### config.mk
export PLATFORM = sky130hd
export DESIGN_NAME = hsv_to_rgb
export DESIGN_NICKNAME = d
export VERILOG_FILES = /design/src/rtl/hsv_pkg.sv /design/src/rtl/hsv_to_rgb_div30.sv /design/src/rtl/hsv_to_rgb.sv
export SDC_FILE = /design/constraint.sdc
export NUM_CORES = 1
export LEC_CHECK = 0
export ABC_CLOCK_PERIOD_IN_PS = 11600
export BUFFER_PORTS_ARGS = -buffer_cell sky130_fd_sc_hd__buf_2
export CORE_UTILIZATION = 50
export DETAILED_ROUTE_END_ITERATION = 10
export PLACE_DENSITY = 0.68
export REMOVE_ABC_BUFFERS = 1
export SLEW_MARGIN = 40
export SYNTH_ARGS = -nofsm -noshare
export SYNTH_HDL_FRONTEND = slang
export SYNTH_SLANG_ARGS = --single-unit
### constraint.sdc
create_clock -name clk_i -period 11.6 [get_ports clk_i]
set_clock_uncertainty 0.2 [all_clocks]
set_input_delay 0 -clock clk_i [delete_from_list [all_inputs] [get_ports clk_i]]
set_output_delay 0 -clock clk_i [all_outputs]
set_load 0.05 [all_outputs]
### src/rtl/hsv_pkg.sv
// ---------------------------------------------------------------------------
// hsv_pkg -- shared constants and types for the HSV-to-RGB converter.
//   HUE_PER_SECTOR  : hue units spanned by one 60-degree colour sector
//   HUE_MAX_DEFAULT : default hue units per full circle (2 degrees per unit)
//   sector_e        : the six colour sectors, in hue order
// ---------------------------------------------------------------------------
package hsv_pkg;

  localparam int HUE_PER_SECTOR  = 30;
  localparam int HUE_MAX_DEFAULT = 180;

  typedef enum logic [2:0] {
    SEC_RY = 3'd0,  // red -> yellow
    SEC_YG = 3'd1,  // yellow -> green
    SEC_GC = 3'd2,  // green -> cyan
    SEC_CB = 3'd3,  // cyan -> blue
    SEC_BM = 3'd4,  // blue -> magenta
    SEC_MR = 3'd5   // magenta -> red
  } sector_e;

endpackage

### src/rtl/hsv_to_rgb_div30.sv
// ---------------------------------------------------------------------------
// div30 -- exact combinational floor division by the hue-per-sector constant.
// Ports:
//   num_i [width_p-1:0] : unsigned dividend
//   quo_o [width_p-1:0] : floor(num_i / 30)
//   rem_o [4:0]         : num_i mod 30 (always 0..29)
// width_p must be at least 5 so the divisor fits.
// ---------------------------------------------------------------------------
module div30
  import hsv_pkg::*;
#(
  parameter int width_p = 8
) (
  input  logic [width_p-1:0] num_i,
  output logic [width_p-1:0] quo_o,
  output logic [4:0]         rem_o
);

  localparam logic [width_p-1:0] Divisor = width_p'(HUE_PER_SECTOR);

  logic [width_p-1:0] rem_full;

  assign quo_o    = num_i / Divisor;
  // quo_o * Divisor never exceeds num_i, so the subtraction cannot wrap.
  assign rem_full = num_i - quo_o * Divisor;
  assign rem_o    = rem_full[4:0];

endmodule

### src/rtl/hsv_to_rgb.sv
// ---------------------------------------------------------------------------
// hsv_to_rgb -- 3-stage elastic pipeline converting (hue, value) at full
// saturation into RGB.
//   S1: hue range fix-up, sector = h/30, f = h mod 30
//   S2: t = floor(v*f/30), q = v - t
//   S3: per-sector channel select into the output registers
// Ports:
//   clk_i, reset_i        : clock, synchronous active-high reset
//   valid_i, ready_o      : upstream handshake
//   h_i, v_i              : hue (0..hue_max_p-1) and value
//   valid_o, ready_i      : downstream handshake
//   red_o, green_o, blue_o: RGB result, held while stalled
// Build option: define HSV_TO_RGB_CLAMP_EN to clamp out-of-range hue to
// hue_max_p-1; otherwise out-of-range hue wraps by subtracting hue_max_p.
// ---------------------------------------------------------------------------
module hsv_to_rgb
  import hsv_pkg::*;
#(
  parameter int width_p   = 8,
  parameter int hue_max_p = HUE_MAX_DEFAULT
) (
  input  logic               clk_i,
  input  logic               reset_i,
  input  logic               valid_i,
  input  logic [width_p-1:0] h_i,
  input  logic [width_p-1:0] v_i,
  output logic               ready_o,
  output logic               valid_o,
  output logic [width_p-1:0] red_o,
  output logic [width_p-1:0] green_o,
  output logic [width_p-1:0] blue_o,
  input  logic               ready_i
);

  localparam int               ProdW  = width_p + 5;
  localparam logic [width_p-1:0] HueMax = width_p'(hue_max_p);
  localparam logic [width_p-1:0] LastSector = width_p'(5);

  // Stage registers
  logic               valid_s1_q, valid_s2_q, valid_s3_q;
  sector_e            sector_s1_q, sector_s2_q;
  logic [4:0]         f_s1_q;
  logic [width_p-1:0] v_s1_q, v_s2_q, t_s2_q, q_s2_q;
  logic [width_p-1:0] red_q, green_q, blue_q;

  // Next-state values
  sector_e            sector_s1_d;
  logic [4:0]         f_s1_d;
  logic [width_p-1:0] t_s2_d, q_s2_d;
  logic [width_p-1:0] red_d, green_d, blue_d;

  // A stage loads when it is empty or its contents move on this cycle.
  logic adv_s1, adv_s2, adv_s3;
  assign adv_s3 = ~valid_s3_q | ready_i;
  assign adv_s2 = ~valid_s2_q | adv_s3;
  assign adv_s1 = ~valid_s1_q | adv_s2;

  assign ready_o = adv_s1;
  assign valid_o = valid_s3_q;
  assign red_o   = red_q;
  assign green_o = green_q;
  assign blue_o  = blue_q;

  // ---------------- S1: hue fix-up, sector and remainder ----------------
  logic [width_p-1:0] h_eff;
  logic [width_p-1:0] sector_full;

  always_comb begin
    h_eff = h_i;
    if (h_i >= HueMax) begin
`ifdef HSV_TO_RGB_CLAMP_EN
      h_eff = HueMax - 1'b1;
`else
      h_eff = h_i - HueMax;
`endif
    end
  end

  div30 #(.width_p(width_p)) u_div_hue (
    .num_i (h_eff),
    .quo_o (sector_full),
    .rem_o (f_s1_d)
  );

  // Only reachable with a non-default hue_max_p; keeps the enum legal.
  assign sector_s1_d = (sector_full > LastSector) ? SEC_MR : sector_e'(sector_full[2:0]);

  // ---------------- S2: products ----------------
  logic [ProdW-1:0] prod_s2;
  logic [ProdW-1:0] t_full;
  logic [4:0]       prod_rem_unused;

  // v*f <= (2^width_p - 1) * 29 fits in width_p+5 bits.
  assign prod_s2 = ProdW'(v_s1_q) * ProdW'(f_s1_q);

  div30 #(.width_p(ProdW)) u_div_prod (
    .num_i (prod_s2),
    .quo_o (t_full),
    .rem_o (prod_rem_unused)
  );

  // f <= 29 guarantees t < v, so t fits width_p and q never wraps.
  assign t_s2_d = t_full[width_p-1:0];
  assign q_s2_d = v_s1_q - t_s2_d;

  // ---------------- S3: channel select ----------------
  always_comb begin
    red_d   = '0;
    green_d = '0;
    blue_d  = '0;
    unique case (sector_s2_q)
      SEC_RY: begin red_d = v_s2_q; green_d = t_s2_q; end
      SEC_YG: begin red_d = q_s2_q; green_d = v_s2_q; end
      SEC_GC: begin green_d = v_s2_q; blue_d = t_s2_q; end
      SEC_CB: begin green_d = q_s2_q; blue_d = v_s2_q; end
      SEC_BM: begin red_d = t_s2_q; blue_d = v_s2_q; end
      SEC_MR: begin red_d = v_s2_q; blue_d = q_s2_q; end
      default: ;
    endcase
  end

  // ---------------- Pipeline registers ----------------
  always_ff @(posedge clk_i) begin
    if (reset_i) begin
      valid_s1_q  <= 1'b0;
      valid_s2_q  <= 1'b0;
      valid_s3_q  <= 1'b0;
      sector_s1_q <= SEC_RY;
      sector_s2_q <= SEC_RY;
      f_s1_q      <= '0;
      v_s1_q      <= '0;
      v_s2_q      <= '0;
      t_s2_q      <= '0;
      q_s2_q      <= '0;
      red_q       <= '0;
      green_q     <= '0;
      blue_q      <= '0;
    end else begin
      if (adv_s1) begin
        valid_s1_q <= valid_i;
        if (valid_i) begin
          sector_s1_q <= sector_s1_d;
          f_s1_q      <= f_s1_d;
          v_s1_q      <= v_i;
        end
      end
      if (adv_s2) begin
        valid_s2_q <= valid_s1_q;
        if (valid_s1_q) begin
          sector_s2_q <= sector_s1_q;
          v_s2_q      <= v_s1_q;
          t_s2_q      <= t_s2_d;
          q_s2_q      <= q_s2_d;
        end
      end
      if (adv_s3) begin
        valid_s3_q <= valid_s2_q;
        // Output data only changes when a new pixel arrives, so a stalled
        // pixel stays put and an emptied stage keeps its last colour.
        if (valid_s2_q) begin
          red_q   <= red_d;
          green_q <= green_d;
          blue_q  <= blue_d;
        end
      end
    end
  end

endmodule

# After elaboration in Yosys (flattened, before gate mapping)
# Index checks and enable logic that the tools add are counted.
[classes]
n_lt_le_gt_ge = 2
multipliers = 2
reduce_logical = 7
muxes = 5
addsub = 3
div_mod_pow = 2
n_eq_ne = 5
bitwise_logic = 6
[op_table]
columns = ["op", "n"]
rows = [
  ["$pmux W8 S3", 3],
  ["$div A13 B5 Y13 const B", 1],
  ["$mul A8 B5 Y13", 1],
  ["$div A8 B5 Y8 const B", 1],
  ["$ge A8 B8 Y1 const B", 1],
  ["$gt A8 B3 Y1 const B", 1],
  ["$mul A8 B4 Y4 const B", 1],
  ["$mux W8", 1],
  ["$sub A8 B8 Y8", 1],
  ["$sub A8 B8 Y8 const B", 1],
  ["$eq A3 B2 Y1 const B", 2],
  ["$eq A3 B3 Y1 const B", 2],
  ["$reduce_and A2 Y1", 3],
  ["$reduce_or A2 Y1", 3],
  ["$sub A5 B5 Y5", 1],
  ["$eq A3 B1 Y1 const B", 1],
  ["$logic_not A3 Y1", 1],
  ["$mux W3", 1],
  ["$not A1 Y1", 3],
  ["$or A1 B1 Y1", 3],
]
[word_totals]
output_inout_bits = 26
register_bits = 70
word_cells = 45
inputBits = 20

# Depth between registers and ports, before layout
[logic_depth]
ltp_word = 5
ltp_mapped = 37
ltp_nobuf = 34

# Cells and area by module
# A second synthesis with hierarchy kept.
[unflattened]
hier_cells = 851
area_unflattened_um2 = 6566.3
[by_module_without_submodules]
columns = ["module", "instances", "cells_each", "seq_area_each_um2", "area_per_inst_um2"]
rows = [
  ["hsv_to_rgb", 1, 616, 1401.3, 4899.7],
  ["div30 (u_div_prod)", 1, 182, 0.0, 1298.7],
  ["div30 (u_div_hue)", 1, 53, 0.0, 367.9],
]

# Least setup slack after synthesis
# Ideal clock, no wire load.
[synth_timing]
path_type = "flip-flop to flip-flop"
start = "reg f_s1_q[4]"
end = "reg q_s2_q[7]"
setup_ps = 86
path_slack_ps = 3591
required_ps = 11314
t_arrival_ps = 7724
path_stages_with_launch = 37
n_path_buf = 3
synth_period_minus_slack_ps = 8009
cell_sequence = "dfxtp_1 and2_1 fa_1 fa_1 inv_1 fa_1 inv_1 ha_1 clkbuf_1 and2_1 a221oi_1 a21oi_1 or3_1 buf_6 a2111oi_4 nor3_2 maj3_2 a22o_1 and2_4 or2_1 buf_6 a2111oi_4 a221oi_2 a31oi_1 o21ai_2 a22oi_1 ha_1 inv_1 a21o_1 a21o_1 a21o_1 a21o_1 a21o_1 a21oi_1 xnor2_1 xnor2_1 a211oi_1"
[synth_between]
elab_chain_cells = 3
[synth_rtl]
columns = ["item", "line_no", "rtl"]
rows = [
  ["from (decl)", "hsv_to_rgb.sv:42", "logic [4:0] f_s1_q;"],
  ["from (signal assigned)", "hsv_to_rgb.sv:143", "f_s1_q <= f_s1_d;"],
  ["$mul A8 B5 Y13", "hsv_to_rgb.sv:94", "assign prod_s2 = ProdW'(v_s1_q) * ProdW'(f_s1_q);"],
  ["$div A13 B5 Y13", "hsv_to_rgb_div30.sv:23", "assign quo_o = num_i / Divisor;"],
  ["net t_full[0]", "hsv_to_rgb.sv:90", "logic [ProdW-1:0] t_full;"],
  ["$sub A8 B8 Y8", "hsv_to_rgb.sv:104", "assign q_s2_d = v_s1_q - t_s2_d;"],
  ["to (signal assigned)", "hsv_to_rgb.sv:153", "q_s2_q <= q_s2_d;"],
  ["to (decl)", "hsv_to_rgb.sv:43", "logic [width_p-1:0] v_s1_q, v_s2_q, t_s2_q, q_s2_q;"],
]
# The timed path passes the listed nets, and every way through them passes these cells.
# A chain may end at the register's enable or synchronous reset.

# Final worst setup path
[layout_timing]
start = "reg v_s1_q[4]"
end = "reg q_s2_q[7]"
[layout_between]
elab_chain_cells = 3
[layout_rtl]
columns = ["item", "line_no", "rtl"]
rows = [
  ["from (decl)", "hsv_to_rgb.sv:43", ""],
  ["from (signal assigned)", "hsv_to_rgb.sv:144", "v_s1_q <= v_i;"],
  ["$mul A8 B5 Y13", "hsv_to_rgb.sv:94", ""],
  ["$div A13 B5 Y13", "hsv_to_rgb_div30.sv:23", ""],
  ["net t_full[0]", "hsv_to_rgb.sv:90", ""],
  ["$sub A8 B8 Y8", "hsv_to_rgb.sv:104", ""],
]
# The timed path passes the listed nets, and every way through them passes these cells.

==> reports/metrics.cfg <==
[grt]
grt_max_degree=73
grt_pass1_vias=5353
grt.total_usage_pct=24.60
grt_pass1_wl_um=25510
overflow=0
grt_antenna_before_repair=0

[pwr]
seqPwrFrac_pct=29.9
intPower_uw=598.9
sw_frac_of_total_pct=36.84
peakVddDrop_mv=0.1251
power.density_nw_per_um2=140.0
power_switching_uw=349.2
p_leak_uw=0.002800
pwr-share-comb_pct=39.0
clkPwrFrac_pct=31.1

[place]
gp_congestion=0.8332
port_buffers=45
dp_cells=926
dp_hpwl_um=11140

[worst_setup_path]
crit_arrival_ns=8.93
endpoint=q_s2_q[7]
cpMaxStageDelayCell=dfxtp_1
crit_start=v_s1_q[4]
rr_startpoint=v_s1_q[4]
reg2reg_depth=33
start_kind=flop
worstSetupEndpointType=flop
rrSetupSlack_ns=2.72
rr_endpoint=q_s2_q[7]
critPathMostFrequentCell=a21o_1
critPathKind=flop to flop
critPathMaxFanout=9
cp_slowest_stage_delay_ns=0.55
critPathRequiredTime_ns=11.64

[cts]
clkSinkCount=70
clk_latency_ns=0.34
root_buffer=clkbuf_16
cts_tree=yes
cts_resized=0
h-tree-depth=3
cts_buffers=9
cts_buffer_depth=2
path_clk_slew_ns=0.06

[outcome]
violations=design-rule violations
outcome=complete, but fails checks

[timing]
rsz0062_at_grt=false
worst_pin_slew_ns=0.7738
hold_viol_final=0
fin_crit_ns=8.883
setup_violations=0
relSlewSlack_pct=47.94
drv_slew=0
min_period_over_period_pct=76.58
max_freq_mhz=112.6
setup-tns-final_ns=0
hold_slack_ns=0.1050

[yosys]
ys_warn_count=0
synth_area_um2=6058
yosysUniqueCellTypes=83
synth_area_leaders=dfxtp_1, ha_1, fa_1
synthArstFlopShare_pct=0
ys_seq_area_share_pct=23.13
synth_common_cells=nand2_1, nor2_1, a21oi_1
syn_avg_cell_area_um2=7.757
synth_edf_count=0
synth.most_common_cell=nand2_1
synth_largest_area_cell=dfxtp_1
synth-seq-cells=70
yosysTopAreaCellShare_pct=23.13
synthFlopType=dfxtp_1
syn_inst=781

[route]
via_count=5759
drtAntennaViolNets=0
vias_per_cell=6.030
first_pass_iters=8
first_iter_violations=420
route.detailed.drc=2
drt-total-wl_um=14950
wl_per_cell_um=15.66

[layout]
nets=885
regArea_um2=1401
area_growth_pct=11.77
nFillCells=1077
multi_input_area_um2=4340
final_cells=955
antennaDiodeCount=0
drive_above_1_share_pct=11.95

[min_path]
min_path_type=input port to flop

[floorplanning]
die_area_um2=12560
fp.dieH_um=112.1
start_util_pct=52.17
io_pins=46
coreArea_um2=11610
fp.dieW_um=112.1
rows=39

[flow_run]
cap_violations=0

==> worst max-delay path, delay by kind of cell (launching register included) <==
family,cells,cell delay [ns]
fa+ha+maj,5,2.08
flops,1,0.55
compound gates,14,2.81
buf+inv,3,0.17
mux,2,0.65
simple gates,6,1.83
xor+xnor,3,0.46
==> state kept, by name (all words and copies together), names as in the netlist <==
| signal | cells |
|---|---|
| sector_s1_q | 3 |
| red_o | 8 |
| valid_s1_q | 1 |
| blue_o | 8 |
| v_s1_q | 8 |
| valid_o | 1 |
| f_s1_q | 5 |
| t_s2_q | 8 |
| valid_s2_q | 1 |
| q_s2_q | 8 |
| sector_s2_q | 3 |
| v_s2_q | 8 |
| green_o | 8 |
==> cell families (layout without fill, tap and decap cells) <==
family | after synthesis | after routing | synth area share [%]
AND/OR/NAND/NOR | 295 | 295 | 22.97
AO/OA/AOI/OAI | 226 | 226 | 26.75
buffers and inverters | 87 | 118 | 5.803
flip-flops | 70 | 70 | 23.13
adder cells (fa/ha/maj) | 61 | 61 | 14.97
XOR/XNOR | 34 | 34 | 4.915
multiplexers | 8 | 8 | 1.466
==> stage by stage <==
stage               util [%]  setup WS, ns  area (µm²)  power, µW
detailed placement     54.27         2.737        6302      650.1
floorplan                  -         3.669        5864      567.5
finish                 58.31         2.717        6771      948.1
CTS                    58.17         2.715        6755      948.5
global route           58.31         2.073        6771       1011
global placement       54.10         2.970        6284      638.2
==> layout make-up <==
cell class / instances / area share (%)
Tap cell: 143 / 2.642
Sequential cell: 70 / 20.69
Clock inverter: 7 / 1.441
Multi-Input combinational cell: 624 / 64.10
Inverter: 42 / 2.328
Clock buffer: 9 / 3.326
Timing Repair Buffer: 60 / 5.469
==> cell usage in the layout (no fill, tap or decap), types with 4 or more instances in the layout <==
cell,count
a211oi_1,23
a21o_1,14
a21oi_1,73
a222oi_1,14
a31oi_1,4
and2_1,30
and3_1,6
buf_2,45
clkbuf_16,9
dfxtp_1,70
dlygate4sd3_1,13
fa_1,20
ha_1,38
inv_1,42
mux2i_1,4
nand2_1,93
nand2b_1,7
nand3_1,15
nor2_1,91
nor3_1,10
nor4_1,9
o211ai_1,7
o21a_1,9
o21ai_0,25
o22ai_1,8
or3_1,6
xnor2_1,20
xor2_1,12
==> routing by layer <==
metal | share of wire (%) | wire (µm) | GRT usage [%]
met3 | 4.1 | 614 | 4.320
met5 | 0 | 0 | 0
met4 | 0.69 | 103 | 5.067
met1 | 49 | 7342 | 34.71
met2 | 46 | 6892 | 39.50
==> power by group through the flow <==
| stage | Sequential, µW | Clock, µW | Combinational, µW |
|---|---|---|---|
| 4_1_cts | 283 | 299 | 367 |
| 3_3_place_gp | 286 | 0 | 352 |
| 6_report | 283 | 295 | 370 |
| 3_5_place_dp | 288 | 0 | 362 |
| 5_1_grt | 287 | 310 | 414 |
| 2_1_floorplan | 287 | 0 | 281 |
==> timing repair <==
item | CTS | global route
hold buffers | 13 | 0
setup buffers | 0 | 0
setup endpoints to repair | 0 | 0
endpoints found under the hold margin | 14 | 0
==> worst min-delay path by stage <==
stage	start	to	slack [ns]	cells past startpoint
3_3_place_gp	v_i[7]	v_s1_q[7]	0.04	3
4_1_cts	reset_i	red_o[5]	0.10	3
5_1_grt	reset_i	red_o[7]	0.14	3
2_1_floorplan	reset_i	t_s2_q[1]	-0.14	1
3_5_place_dp	v_i[4]	v_s1_q[4]	0.05	3
6_report	reset_i	valid_s2_q	0.10	3
Note: power is estimated with default switching activity, not from simulation.
